`src/rtl/cdb_arbiter_if.sv`:
```
// Result-bus arbitration bundle between FU issue registers and the CDB stage.
// Requesters drive req/squash; the arbiter returns same-cycle and registered grants.
interface cdb_arbiter_if #(
  parameter int NUM_REQ = 6,
  parameter int N       = 2
);
  logic [NUM_REQ-1:0]         req;
  logic                       squash;
  logic [NUM_REQ-1:0]         gnt;
  logic [N-1:0][NUM_REQ-1:0]  gnt_bus;
  logic [NUM_REQ-1:0]         urgent;

  modport master (output req, squash, input gnt, gnt_bus, urgent);
  modport slave  (input req, squash, output gnt, gnt_bus, urgent);
endinterface

```
`src/rtl/cdb_arbiter.sv`:
```
// Starvation-aware N-slot CDB arbiter: urgent class round-robin, then fixed priority.
// gnt is zero-latency; gnt_bus/urgent are registered. Unserved requests are simply held (level req).
module cdb_arbiter #(
  parameter int NUM_REQ      = 6,
  parameter int N            = 2,
  parameter int STARVE_LIMIT = 3
) (
  input  logic            clock,
  input  logic            reset,
  cdb_arbiter_if.slave    bus
);

  localparam int IW = (NUM_REQ > 1) ? $clog2(NUM_REQ) : 1;
  localparam int WW = $clog2(STARVE_LIMIT + 1);
  localparam int CW = $clog2(N + 1);

  logic [WW-1:0]              wait_q [NUM_REQ];
  logic [IW-1:0]              rr_ptr;
  logic [N-1:0][NUM_REQ-1:0]  gnt_bus_q;

  logic [NUM_REQ-1:0]         urg;
  logic [NUM_REQ-1:0]         gnt_c;
  logic [N-1:0][NUM_REQ-1:0]  slot_c;
  logic                       any_urg;
  logic [IW-1:0]              last_urg;
  logic [CW-1:0]              cnt;
  logic [IW:0]                sum;
  logic [IW-1:0]              idx;

  always_comb begin
    urg = '0;
    for (int k = 0; k < NUM_REQ; k++) begin
      urg[k] = (wait_q[k] == WW'(STARVE_LIMIT));
    end
  end

  // Slots fill in selection order: urgent (circular from rr_ptr) first, then ascending index.
  always_comb begin
    gnt_c    = '0;
    slot_c   = '0;
    cnt      = '0;
    any_urg  = 1'b0;
    last_urg = '0;
    sum      = '0;
    idx      = '0;
    if (!reset && !bus.squash) begin
      for (int i = 0; i < NUM_REQ; i++) begin
        sum = {1'b0, rr_ptr} + (IW+1)'(i);
        if (sum >= (IW+1)'(NUM_REQ)) begin
          sum = sum - (IW+1)'(NUM_REQ);
        end
        idx = sum[IW-1:0];
        if (bus.req[idx] && urg[idx] && (cnt < CW'(N))) begin
          gnt_c[idx] = 1'b1;
          for (int s = 0; s < N; s++) begin
            if (cnt == CW'(s)) begin
              slot_c[s][idx] = 1'b1;
            end
          end
          cnt      = cnt + CW'(1);
          any_urg  = 1'b1;
          last_urg = idx;
        end
      end
      for (int k = 0; k < NUM_REQ; k++) begin
        idx = IW'(k);
        if (bus.req[idx] && !urg[idx] && (cnt < CW'(N))) begin
          gnt_c[idx] = 1'b1;
          for (int s = 0; s < N; s++) begin
            if (cnt == CW'(s)) begin
              slot_c[s][idx] = 1'b1;
            end
          end
          cnt = cnt + CW'(1);
        end
      end
    end
  end

  always_ff @(posedge clock) begin
    if (reset || bus.squash) begin
      for (int k = 0; k < NUM_REQ; k++) begin
        wait_q[k] <= '0;
      end
      rr_ptr    <= '0;
      gnt_bus_q <= '0;
    end else begin
      // Any grant or a dropped request forfeits accumulated waiting credit.
      for (int k = 0; k < NUM_REQ; k++) begin
        if (bus.req[k] && !gnt_c[k]) begin
          if (!urg[k]) begin
            wait_q[k] <= wait_q[k] + WW'(1);
          end
        end else begin
          wait_q[k] <= '0;
        end
      end
      if (any_urg) begin
        rr_ptr <= (last_urg == IW'(NUM_REQ - 1)) ? '0 : last_urg + IW'(1);
      end
      gnt_bus_q <= slot_c;
    end
  end

  assign bus.gnt     = gnt_c;
  assign bus.gnt_bus = gnt_bus_q;
  assign bus.urgent  = urg;

endmodule

```
`src/flat_wrapper.sv`:
```
// flat-port wrapper written by rule: the top's interface ports become plain ports
module cdb_arbiter_flat 
#(
  parameter int NUM_REQ      = 6,
  parameter int N            = 2,
  parameter int STARVE_LIMIT = 3
)
  (clock, reset, bus_req, bus_squash, bus_gnt, bus_gnt_bus, bus_urgent);
  cdb_arbiter_if #(.NUM_REQ(NUM_REQ), .N(N)) bus_i ();
  input  logic clock;
  input  logic reset;
  input wire logic [$bits(bus_i.req)-1:0] bus_req;
  input wire logic [$bits(bus_i.squash)-1:0] bus_squash;
  output wire logic [$bits(bus_i.gnt)-1:0] bus_gnt;
  output wire logic [$bits(bus_i.gnt_bus)-1:0] bus_gnt_bus;
  output wire logic [$bits(bus_i.urgent)-1:0] bus_urgent;
  assign bus_i.req = bus_req;
  assign bus_i.squash = bus_squash;
  assign bus_gnt = bus_i.gnt;
  assign bus_gnt_bus = bus_i.gnt_bus;
  assign bus_urgent = bus_i.urgent;
  cdb_arbiter #(.NUM_REQ(NUM_REQ), .N(N), .STARVE_LIMIT(STARVE_LIMIT)) u_core (.clock(clock), .reset(reset), .bus(bus_i));
endmodule
```
`config.mk`:
```
export PLATFORM = sky130hd
export DESIGN_NAME = cdb_arbiter_flat
export DESIGN_NICKNAME = d
export VERILOG_FILES = /design/src/rtl/cdb_arbiter_if.sv /design/src/rtl/cdb_arbiter.sv /design/src/flat_wrapper.sv
export SDC_FILE = /design/constraint.sdc
export NUM_CORES = 1
export LEC_CHECK = 0
export CORE_ASPECT_RATIO = 0.8
export CORE_MARGIN = 5
export CORE_UTILIZATION = 45
export CTS_BUF_LIST = sky130_fd_sc_hd__clkbuf_4
export DETAILED_ROUTE_END_ITERATION = 6
export RECOVER_POWER = 25
export REMOVE_ABC_BUFFERS = 1
export SLEW_MARGIN = 5
export SYNTH_ARGS = -nofsm -noshare
export SYNTH_HDL_FRONTEND = slang
export SYNTH_SLANG_ARGS = --single-unit
```
`constraint.sdc`:
```
create_clock -name clock -period 24.5 [get_ports clock]
set_clock_uncertainty 0.2 [all_clocks]
set_input_delay 7.35 -clock clock [delete_from_list [all_inputs] [get_ports clock]]
set_output_delay 7.35 -clock clock [all_outputs]
set_load 0.02 [all_outputs]
```
==> flow_summary_export.csv <==
group,metric,value,unit
run_status,status,"complete, no violations",
min_path,min_path_type,"reg -> reg",
placement,place_ws,468,ps
worst_setup_path,regToRegStartpoint,"u_core.rr_ptr[2]",
power,swShare,54.3,%
timing,post-route-period-util,97.4,%
yosys,synthFlopType,"dfxtp_1",
yosys,synth.top_cell.area_share,9.96,%
finish,area_growth,11.2,%
clock_tree,htree_levels,1,
floorplanning,start_util,46.8,%
power,max-vdd-ir-drop,0.000102,V
worst_setup_path,ff2ff_setup_slack,14330,ps
global_routing,grt_start_max_net_pins,63,
finish,fin_cells,643,
drt,drc,0,
yosys,ys_types,84,
yosys,synth-seq-cells,27,
finish,fin_nets,573,
clock_tree,root_buffer,"clkbuf_4",
placement,hpwl,11200,um
power,combPwrFrac,84.8,%
drt,drt-initial-drc-count,492,
worst_setup_path,slowest_delay,580,ps
worst_setup_path,cp-end-kind,"output port",
power,p_leak,1.71,nW
timing,final.setup.worst_slack,635,ps
timing,setup_tns,0,ps
power,clockPowerShare,4.0,%
finish,fillCellCount,863,
min_path,hold_end,"u_core.wait_q[3][0]",
floorplanning,dieArea,10900,sq um
worst_setup_path,crit_type,"in -> out",
drt,route.vias.total,4278,
timing,worstMarginPinSlew,1270,ps
yosys,yosysWarnings,0,
timing,relSlewSlack,13.2,%
timing,fmax,0.0419,GHz
power,p_sw,296,uW
drt,wirelength,14100,um
clock_tree,clk_path_buf_depth,2,
worst_setup_path,cpMaxStageDelayCell,"clkdlybuf4s50_1",
timing,setup_viol,0,
clock_tree,numCtsBuffers,3,
yosys,yosysTopAreaCell,"ha_1",
placement,numPlacedInstances,635,
yosys,async_flop_share,0,%
yosys,yosysMostFrequentCell,"nor2_1",
floorplanning,io_pins,33,
finish,n_antenna_cell,0,
drt,firstDrtPassIters,6,
flow_run,cap_violations,0,
drt,vias_per_cell,6.65,
worst_setup_path,cp.required,16950,ps
worst_setup_path,r2r_cells,41,
placement,place_congestion,1.02,
clock_tree,clkTransAtPathRegs,180,ps
floorplanning,die_width,116,um
finish,layout-drive-gt1-share,12.6,%
timing,finalHoldViolCount,0,
placement,io_buffer_count,32,
drt,ant_nets,0,
min_path,hp-start,"u_core.wait_q[3][0]",
yosys,synth_edf_count,12,
yosys,synth_area,4020,sq um
clock_tree,cts_tree,"built",
global_routing,grt_use_total,25.7,%
power,seq_power_share,11.2,%
floorplanning,core,8600,sq um
clock_tree,worstSkewPairLatency,350,ps
yosys,synth_seq_area_share,16.4,%
power,p_int,249,uW
yosys,syn_avg_cell_area,7.84,sq um
min_path,whs_path_depth,1,
worst_setup_path,critPathLaunchType,"input port",
timing,final_max_slew_viol_count,0,
timing,rsz0062_at_grt,"false",
global_routing,antenna_found_initial,0,
yosys,synthCells,513,
worst_setup_path,cp_max_fo,10,
yosys,ys_top_cells_by_count,"nor2_1 (49), nand2_1 (44), a21oi_1 (40)",
clock_tree,clock_sinks,27,
power,p_per_area,122,nW/um^2
floorplanning,die_y,94.6,um
floorplanning,rows,30,
timing,period_needed,23860,ps
global_routing,grt_first_pass_wirelength,21700,um
worst_setup_path,cpMostUsedCell,"ha_1",
yosys,synthTopCellsByArea,"ha_1 (10%), edfxtp_1 (9.0%), dfxtp_1 (7.5%)",
worst_setup_path,worstPathArrival,16310,ps
worst_setup_path,r2r_end,"u_core.bus.gnt_bus[5]",
drt,wl_per_cell,21.9,um
global_routing,grt.overflow.total,0,
global_routing,grt_pass1_vias,3841,
-- layout make-up --
class	count	area, sq um	share of cell area [%]
clock inverters	1	7.51	0.168
flip-flops and latches	27	662	14.8
well taps	112	140	3.13
multi-input cells	437	3150	70.4
repair buffers	46	428	9.57
clock buffers	3	22.5	0.503
inverters	17	63.8	1.43
-- metrics by stage --
stage	area [sq um]	utilization, %	hold WS [ps]	power (mW)
2_1_floorplan	3860	-	334	0.372
3_3_place_gp	4390	51.1	352	0.495
3_5_place_dp	4390	51.1	361	0.502
4_1_cts	4420	51.5	385	0.526
5_1_grt	4470	52.0	408	0.593
6_report	4470	52.0	382	0.545
-- worst max path at each step --
stage | startpoint | endpoint | slack (ps) | cells after the start
floorplan | bus_req[2] | bus_gnt[5] | 2190 | 37
global placement | bus_req[5] | bus_gnt[5] | 540 | 39
detailed placement | bus_req[5] | bus_gnt[5] | 470 | 39
CTS | bus_req[5] | bus_gnt[5] | 390 | 39
global route | bus_req[5] | bus_gnt[4] | 7 | 40
finish | bus_req[5] | bus_gnt[4] | 640 | 40
-- power by group through the flow --
stage	registers, mW	clock network [mW]	logic, mW
after global placement	0.0622	0	0.433
after CTS	0.0614	0.0227	0.442
after global routing	0.0621	0.0243	0.507
after detailed placement	0.0625	0	0.439
final	0.0611	0.0219	0.462
after floorplan	0.0730	0	0.299
-- cell families after synthesis --
kind of cell / Yosys count / share of synthesized area (%)
flip-flops: 27 / 16.4
multiplexers: 28 / 7.50
XOR/XNOR: 19 / 5.35
AO/OA/AOI/OAI: 135 / 25.2
AND/OR/NAND/NOR: 223 / 29.8
buffers and inverters: 49 / 5.69
adder cells (fa/ha/maj): 32 / 9.96
-- registers in the layout, summed over array words and instances (netlist names) --
| signal | count |
|---|---|
| u_core.rr_ptr | 3 |
| u_core.wait_q | 12 |
| u_core.bus.gnt_bus | 12 |
-- worst max-delay path: cells and delay by family --
kind,cells,cell delay (ps)
and+or+nand+nor,14,2440
adders and majority gates,6,1810
buffers and inverters,7,1710
muxes,4,1240
xor gates and xnor gates,4,1030
AOI/OAI and AO/OA,5,730
-- timing repair --
| action | in CTS | in global routing |
|---|---|---|
| hold buffers | 0 | 0 |
| gates resized for setup | 0 | 4 |
| setup endpoints to repair | 0 | 2 |
| buffers inserted | 0 | 4 |
-- cells in the final DEF, fill, tap and decap left out, drive strengths merged, types with 3 or more instances in the layout --
cell type,instances
nor2,50
nand2,44
a21oi,42
ha,32
nor3,21
nand3,19
mux2i,17
inv,17
clkdlybuf4s50,16
and3,15
dlygate4sd3,15
dfxtp,15
buf,14
xnor2,14
nand4,13
a221oi,13
and2,12
edfxtp,12
o21ai,12
mux2,11
a22oi,10
nand2b,9
a211oi,9
nor4,9
nor2b,6
a31oi,6
a2111oi,6
nand3b,5
or3,5
o22ai,5
xor2,5
a211o,4
nor3b,4
o211ai,3
clkbuf,3
nor4b,3
-- routing by layer --
| metal | wire length (um) | track usage, % | up-vias |
|---|---|---|---|
| li1 | - | - | 1982 |
| met1 | 6200 | 36.7 | 2024 |
| met2 | 6040 | 39.0 | 245 |
| met3 | 1580 | 6.34 | 27 |
| met4 | 286 | 5.60 | 0 |
| met5 | 0 | 0 | - |
(Power assumes the default switching activity.)
